### src/rtl/cursor_ctrl.sv
// Cursor and turn sequencer for the Amazons board: moves the cursor from key events and
// latches queen, destination and arrow squares, then hands the move off via valid/ack.
module cursor_ctrl #(
  parameter int unsigned N  = 10,
  parameter int unsigned CW = 4,
  parameter int unsigned X0 = 0,
  parameter int unsigned Y0 = 0
) (
  input  logic          clk,
  input  logic          rst,
  input  logic [2:0]    od,
  input  logic          ena,
  input  logic          sel_ok,
  input  logic          move_ack,
  output logic [CW-1:0] cur_x,
  output logic [CW-1:0] cur_y,
  output logic [1:0]    phase,
  output logic [CW-1:0] src_x,
  output logic [CW-1:0] src_y,
  output logic [CW-1:0] dst_x,
  output logic [CW-1:0] dst_y,
  output logic [CW-1:0] arw_x,
  output logic [CW-1:0] arw_y,
  output logic          move_valid,
  output logic          err
);

  typedef enum logic [1:0] {StPick = 2'd0, StDest = 2'd1, StArrow = 2'd2, StWait = 2'd3} phase_e;

  localparam logic [2:0] KeyUp    = 3'd1;
  localparam logic [2:0] KeyDown  = 3'd2;
  localparam logic [2:0] KeyLeft  = 3'd3;
  localparam logic [2:0] KeyRight = 3'd4;
  localparam logic [2:0] KeyEnter = 3'd5;

  localparam logic [CW-1:0] MaxCoord = CW'(N - 1);
  localparam logic [CW-1:0] InitX    = CW'(X0);
  localparam logic [CW-1:0] InitY    = CW'(Y0);

  phase_e        phase_q, phase_d;
  logic [CW-1:0] cur_x_q, cur_x_d, cur_y_q, cur_y_d;
  logic [CW-1:0] src_x_q, src_x_d, src_y_q, src_y_d;
  logic [CW-1:0] dst_x_q, dst_x_d, dst_y_q, dst_y_d;
  logic [CW-1:0] arw_x_q, arw_x_d, arw_y_q, arw_y_d;
  logic          err_q, err_d;
  logic          mv_q, mv_d;
  logic          on_src;

  assign on_src = (cur_x_q == src_x_q) && (cur_y_q == src_y_q);

  always_comb begin
    phase_d = phase_q;
    cur_x_d = cur_x_q;
    cur_y_d = cur_y_q;
    src_x_d = src_x_q;
    src_y_d = src_y_q;
    dst_x_d = dst_x_q;
    dst_y_d = dst_y_q;
    arw_x_d = arw_x_q;
    arw_y_d = arw_y_q;
    err_d   = 1'b0;

    if (phase_q == StWait) begin
      // Key events are dropped while the move waits to be consumed.
      if (move_ack) phase_d = StPick;
    end else if (ena) begin
      case (od)
        KeyUp:    if (cur_y_q != '0)       cur_y_d = cur_y_q - 1'b1;
        KeyDown:  if (cur_y_q != MaxCoord) cur_y_d = cur_y_q + 1'b1;
        KeyLeft:  if (cur_x_q != '0)       cur_x_d = cur_x_q - 1'b1;
        KeyRight: if (cur_x_q != MaxCoord) cur_x_d = cur_x_q + 1'b1;
        KeyEnter: begin
          unique case (phase_q)
            StPick: begin
              if (sel_ok) begin
                src_x_d = cur_x_q;
                src_y_d = cur_y_q;
                phase_d = StDest;
              end else begin
                err_d = 1'b1;
              end
            end
            StDest: begin
              // Re-selecting the queen cancels the pick regardless of sel_ok.
              if (on_src) begin
                phase_d = StPick;
              end else if (sel_ok) begin
                dst_x_d = cur_x_q;
                dst_y_d = cur_y_q;
                phase_d = StArrow;
              end else begin
                err_d = 1'b1;
              end
            end
            StArrow: begin
              if (sel_ok) begin
                arw_x_d = cur_x_q;
                arw_y_d = cur_y_q;
                phase_d = StWait;
              end else begin
                err_d = 1'b1;
              end
            end
            default: ;
          endcase
        end
        default: ;
      endcase
    end

    mv_d = (phase_d == StWait);
  end

  always_ff @(posedge clk) begin
    if (rst) begin
      phase_q <= StPick;
      cur_x_q <= InitX;
      cur_y_q <= InitY;
      src_x_q <= '0;
      src_y_q <= '0;
      dst_x_q <= '0;
      dst_y_q <= '0;
      arw_x_q <= '0;
      arw_y_q <= '0;
      err_q   <= 1'b0;
      mv_q    <= 1'b0;
    end else begin
      phase_q <= phase_d;
      cur_x_q <= cur_x_d;
      cur_y_q <= cur_y_d;
      src_x_q <= src_x_d;
      src_y_q <= src_y_d;
      dst_x_q <= dst_x_d;
      dst_y_q <= dst_y_d;
      arw_x_q <= arw_x_d;
      arw_y_q <= arw_y_d;
      err_q   <= err_d;
      mv_q    <= mv_d;
    end
  end

  assign cur_x      = cur_x_q;
  assign cur_y      = cur_y_q;
  assign phase      = phase_q;
  assign src_x      = src_x_q;
  assign src_y      = src_y_q;
  assign dst_x      = dst_x_q;
  assign dst_y      = dst_y_q;
  assign arw_x      = arw_x_q;
  assign arw_y      = arw_y_q;
  assign move_valid = mv_q;
  assign err        = err_q;

endmodule

### config.mk
export PLATFORM = sky130hd
export DESIGN_NAME = cursor_ctrl
export DESIGN_NICKNAME = d
export VERILOG_FILES = /design/src/rtl/cursor_ctrl.sv
export SDC_FILE = /design/constraint.sdc
export NUM_CORES = 1
export LEC_CHECK = 0
export ABC_AREA = 1
export CAP_MARGIN = 20
export CORE_MARGIN = 10
export CORE_UTILIZATION = 43
export DETAILED_ROUTE_END_ITERATION = 7
export PLACE_DENSITY = 0.71
export SKIP_CTS_REPAIR_TIMING = 1
export SYNTH_ARGS = -nofsm -noshare
export SYNTH_HDL_FRONTEND = slang
export SYNTH_SLANG_ARGS = --single-unit
### constraint.sdc
create_clock -name clk -period 2 [get_ports clk]
set_input_delay 0.4 -clock clk [delete_from_list [all_inputs] [get_ports clk]]
set_output_delay 0.4 -clock clk [all_outputs]
set_load 0.05 [all_outputs]
==> run metrics, run 1 <==
Netlist Area Pre-Place=1813 sq um; RR Startpoint=cur_y[1]$_SDFFE_PP0P_; max-cap violations=0; root buf cell=clkbuf_8; hold depth=2; RR Endpoint=move_valid$_SDFF_PP0_; R2R Setup Slk=~0.47 ns; worst hold margin=0.4684 ns; wire per inst=12.34 um; H-tree depth=2; Yosys Warn Count=0; DPL Wire Length=about 3.6 mm; Largest stage delay, worst path=0.84 ns; CP required=1.60 ns; Worst Min Path Start=dst_y[1]$_SDFFE_PP0P_; Crit. End Element=output port; top cell type by total area after synthesis=dfxtp_1; critical path fanouts, max=5; share of the synthesized area in the top cell type=0.3975; CTS sink cnt=36; CTS Buf Count=5; multi-input logic area=969.7 sq um; crit path buf inv count=1; DP Cell Count=371; # fillers=390; share of layout cells above drive strength 1=0.1463; first drt pass iteration count=4; Max Fclk=520.3 MHz; VDD IR max=0.0002608 V; register area=around 720 sq um; Distinct cells, synth=25; reg2reg path depth=9; Chip Width=84.93 um; Initial Util=0.4500; Syn Nets=~280; Slowest cell on crit path=clkdlybuf4s50_1; Vias/cell=4.802; CTS tree=built; Worst slew margin=0.6590; CORE AREA=about 4000 sq um; Synth Register Bits=36; status=completed; Final Setup Violations=0; CP cell instances=clkdlybuf4s50_1; worst clock skew=0.004731 ns; Mapped Cells=roughly 270; Clock Latency Late Sink=about 0.28 ns; Syn-to-layout area delta=37.20%; gr usage total=0.1349; drt total wl=4.666 mm; Hold Path Class=reg2reg; Hold Vio Cnt, Final=0; CTS max path bufs=2; vias=1815; Worst path top cell family by delay=buffers and inverters; RSZ-0062 raised after global routing=no; Placer Congestion=0.8496; Hold Path End=dst_y[1]$_SDFFE_PP0P_; DIE HEIGHT=84.93 um; register area share after synthesis=0.3975; fin. max-slew vios=0; global-route wire length before repair=between 8 and 9 mm; number of global-route vias before repair=1824; Slew @ Worst Pin=0.5099 ns; CP Class=reg2out; Worst-path clk slew=0.07 ns; Power per Cell Area=about 640 nW/um^2; synthesized area per cell=6.790 sq um; Leak Pwr=1.083 nW; fin crit share=0.9609; Routed Antenna Nets=0; startpoint types=flip-flop; # diodes=0; DRC=0; I/O Pins=44; GR Overflow Total=0; largest net degree at the start of global routing=22; Port Buffer Count=43; die area=approximately 7200 sq um; Non-Filler Instances=378; FP Rows=23; initial antenna violation count=0; Area contributors post-synth=dfxtp_1 (40%), nand2_1 (14%), nor2_1 (11%); Final Power=between 1.5 and 2 mW; # nets final=342; Iteration-0 DRC Markers=100; crit path DAT=~1.5 ns; Tmin final=1.922 ns
## metrics by stage
step | TNS, ns | worst slack (ns) | utilization | cell area [sq um]
6_report | 0 | 0.07818 | 0.6174 | 2487
5_1_grt | 0 | 0.005467 | 0.6174 | 2487
4_1_cts | 0 | 0.06722 | 0.6152 | 2479
3_5_place_dp | -0.3184 | -0.1303 | 0.5913 | 2382
3_3_place_gp | -0.1766 | -0.06820 | 0.5913 | 2382
2_1_floorplan | 0 | 0.2806 | - | 1813
## cell families (layout without fill, tap and decap cells)
logic type      count (synthesis)  count (layout)  synth area share
simple gates                  147             147            0.3485
fa+ha+maj                       6               6           0.04969
xor+xnor                        5               5           0.02416
buf+inv                        34              95           0.07246
flops                          36              36            0.3975
compound gates                 39              39            0.1077
## worst reg2reg max path, delay by kind of cell (launching register included)
kind | cells | cell delay [ns]
DFF | 1 | 0.59
and+or+nand+nor | 9 | 0.84
## placed cells by master, fill, tap and decap left out, types with 7 or more instances in the layout
cell and count:
dfxtp_1 36, nand2_1 66, o21ai_0 20, clkdlybuf4s50_1 34
inv_1 24, clkbuf_8 7, nand3_1 17, buf_4 25
a21oi_1 18, nor2_1 51
## synthesized netlist by cell type
| cell type | number |
|---|---|
| o21ai_0 | 20 |
| a21oi_1 | 19 |
| buf_1 | 1 |
| inv_1 | 24 |
| nand3_2 | 1 |
| nand4_1 | 1 |
| nand3_1 | 18 |
| fa_1 | 2 |
| nor3_2 | 1 |
| nand2_4 | 2 |
| clkbuf_1 | 2 |
| nand2_1 | 66 |
| nor2_2 | 1 |
| dfxtp_1 | 36 |
| buf_2 | 2 |
| nor2_1 | 51 |
| nand3b_1 | 1 |
| nor3_1 | 1 |
| xnor2_1 | 3 |
| clkinv_2 | 1 |
| xor2_1 | 2 |
| ha_1 | 4 |
| nand2_2 | 3 |
| nor3_4 | 1 |
| inv_2 | 4 |
## final cells by class
cell class	count	share of cell area
repair buffers	59	0.2123
well taps	50	0.02515
multi-input cells	197	0.3898
flip-flops and latches	36	0.2897
clock buffers	7	0.03873
inverters	29	0.04427
## flip-flops by register name, indices dropped and copies added, names as in the netlist
name and count:
src_y 4, err 1, dst_x 4, arw_y 4, dst_y 4, cur_y 4
cur_x 4, src_x 4, arw_x 4, move_valid 1, phase 2
## worst max-delay path by stage
stage / cells past startpoint / start / slack, ns / endpoint
6_report: 1 / phase[0]$_SDFF_PP0_ / 0.08 / phase[0]
5_1_grt: 1 / phase[0]$_SDFF_PP0_ / 0.005 / phase[0]
4_1_cts: 1 / phase[0]$_SDFF_PP0_ / 0.07 / phase[0]
3_5_place_dp: 10 / od[2] / -0.13 / cur_x[3]$_SDFFE_PP0P_
3_3_place_gp: 10 / od[2] / -0.07 / cur_x[3]$_SDFFE_PP0P_
2_1_floorplan: 9 / cur_x[1]$_SDFFE_PP0P_ / 0.28 / cur_x[3]$_SDFFE_PP0P_
## routing by layer
layer | global-route usage | routed length, um
met1 | 0.1506 | 2074
met5 | 0 | 0
met2 | 0.2299 | 2249
met4 | 0.06437 | 43
met3 | 0.03920 | 299
## report_power, final
group,internal [mW],total (mW),switching (mW)
clock,0.307,0.547,0.240
sequential,0.731,0.762,0.0315
combinational,0.106,0.279,0.173
total,1.14,1.59,0.445
(Power assumes the default switching activity.)
==> run 2: changes to the inputs <==
--- a/config.mk
+++ b/config.mk
@@ -7,9 +7,9 @@
 export LEC_CHECK = 0
 export ABC_AREA = 1
 export CAP_MARGIN = 20
-export CORE_MARGIN = 10
 export CORE_UTILIZATION = 43
 export DETAILED_ROUTE_END_ITERATION = 7
+export GPL_ROUTABILITY_DRIVEN = 1
 export PLACE_DENSITY = 0.71
 export SKIP_CTS_REPAIR_TIMING = 1
 export SYNTH_ARGS = -nofsm -noshare
==> run 2 against run 1 <==
Via count up 1.4%. Flip-flop and latch count did not move. Non-clock buffer count stayed put. Final cell count stayed put. Largest power group unchanged. Critical endpoint is now phase[1]. Sequential power hardly changed. Setup slack worse by 0.0080 ns. Clock power is essentially flat. Core utilization is essentially flat.
==> run metrics, run 2 (same netlist as run 1, synthesis figures left out) <==
status=completed; Flop pwr share=0.480; most frequent cells in the layout=nand2_1 (66), nor2_1 (51), dfxtp_1 (36); Initial Util=0.4500; first drt pass iteration count=5; CTS max path bufs=2; # diodes=0; VDD IR max=roughly 0.00031 V; fin crit share=0.9649; CP required=about 1.6 ns; Syn-to-layout area delta=37.13%; GR Overflow Total=0; initial antenna violation count=0; crit path buf inv count=1; Vias/cell=4.868; Clk network pwr share=0.345; Clock Latency Late Sink=0.28 ns; DRC=0; largest net degree at the start of global routing=22; root buf cell=clkbuf_8; Hold Vio Cnt, Final=0; Chip Width=around 67 um; sw frac=0.2803; Hold Path End=dst_y[1]$_SDFFE_PP0P_; drt total wl=4.282 mm; CTS Buf Count=5; Comb power frac=0.175; Worst slew margin=0.6527; most common cell after layout, fill and taps aside=nand2_1; Slowest cell on crit path=clkdlybuf4s50_1; # fillers=399; RR Endpoint=cur_y[3]$_SDFFE_PP0P_; DPL Wire Length=3.134 mm; share of layout cells above drive strength 1=0.1402; I/O Pins=44; critical path fanouts, max=5; max-cap violations=0; CTS tree=built; Tmin final=1.930 ns; global-route wire length before repair=around 6.9 mm; CP cell instances=clkdlybuf4s50_1; crit path DAT=1.53 ns; wire per inst=11.33 um; FP Rows=23; Crit. End Element=output port; Power Internal=1.143 mW; vias=1840; reg2reg path depth=8; Port Buffer Count=43; Routed Antenna Nets=0; Power per Cell Area=around 640 nW/um^2; R2R Setup Slk=0.41 ns; Slew @ Worst Pin=about 0.52 ns; Hold Path Class=reg2reg; Iteration-0 DRC Markers=87; Final Setup Violations=0; die area=between 4000 and 5000 sq um; RR Startpoint=cur_y[1]$_SDFFE_PP0P_; fin. max-slew vios=0; H-tree depth=2; worst hold margin=roughly 0.46 ns; CTS sink cnt=36; Largest stage delay, worst path=0.83 ns; worst clock skew=0.005332 ns; CP Class=reg2out; gr usage total=0.2034; Stages on worst setup path=1; Worst Min Path Start=dst_y[1]$_SDFFE_PP0P_; # nets final=342; startpoint types=flip-flop; Placer Congestion=0.8090; Max Fclk=518.2 MHz; RSZ-0062 raised after global routing=no; hold depth=2; Worst-path clk slew=0.07 ns; DIE HEIGHT=~67 um; Psw=0.4453 mW; Worst path top cell family by delay=buffers and inverters; final core area utilization=0.6171; Fin Setup TNS=0 ns; number of global-route vias before repair=1474; CORE AREA=between 4000 and 5000 sq um; Leak Pwr=~1.1 nW
run 2: power by group through the flow:
stage / clock (mW) / combinational, mW / sequential [mW]
global placement: 0 / 0.272 / 0.778
floorplan: 0 / 0.142 / 0.814
CTS: 0.563 / 0.278 / 0.762
global route: 0.582 / 0.309 / 0.766
finish: 0.548 / 0.278 / 0.762
detailed placement: 0 / 0.277 / 0.778
run 2: final cells by class:
cell class              count  area, sq um  share of cell area
inverters                  29        110.1             0.04429
flip-flops and latches     36        720.7              0.2899
multi-input cells         197        965.9              0.3885
clock buffers               7        96.34             0.03875
well taps                  50        62.56             0.02516
repair buffers             59        530.5              0.2134
run 2: worst max-delay path by stage:
stage                                  endpoint  slack (ns)             startpoint
after floorplan           cur_x[3]$_SDFFE_PP0P_        0.28  cur_x[1]$_SDFFE_PP0P_
after global placement    cur_x[3]$_SDFFE_PP0P_       -0.07                  od[2]
after detailed placement  cur_x[3]$_SDFFE_PP0P_       -0.13                  od[0]
after CTS                              phase[1]        0.06    phase[1]$_SDFF_PP0_
after global routing                   phase[1]        0.02    phase[1]$_SDFF_PP0_
final                                  phase[1]        0.07    phase[1]$_SDFF_PP0_
run 2: routing by layer:
layer | GRT usage | vias to the layer above | wire length, um
met5 | 0 | - | 0
met4 | 0.05585 | 0 | 52
met3 | 0.04795 | 5 | 190
met2 | 0.3308 | 49 | 2006
met1 | 0.2658 | 821 | 2033
li1 | - | 965 | -
run 2: tightest hold or removal path: stages (launching register included):
cell and delay, ns:
dfxtp_1 0.31, nand2_1 0.06, a21oi_1 0.05
run 2: through the flow:
stage	cells	total power [mW]	setup WS (ns)	area, sq um
after floorplan	267	0.9564	0.2806	1813
after global placement	371	1.050	-0.06869	2385
after detailed placement	371	1.055	-0.1345	2385
after CTS	378	1.602	0.06246	2481
after global routing	378	1.657	0.02051	2486
final	378	1.588	0.07015	2486
==> run 3: changes to the inputs <==
--- a/config.mk
+++ b/config.mk
@@ -8,6 +8,7 @@
 export ABC_AREA = 1
 export CAP_MARGIN = 20
 export CORE_UTILIZATION = 43
+export CTS_CLUSTER_DIAMETER = 30
 export DETAILED_ROUTE_END_ITERATION = 7
 export GPL_ROUTABILITY_DRIVEN = 1
 export PLACE_DENSITY = 0.71
==> results of run 3 <==
Same layout as run 2: the final DEF is identical, and so are final timing and power.
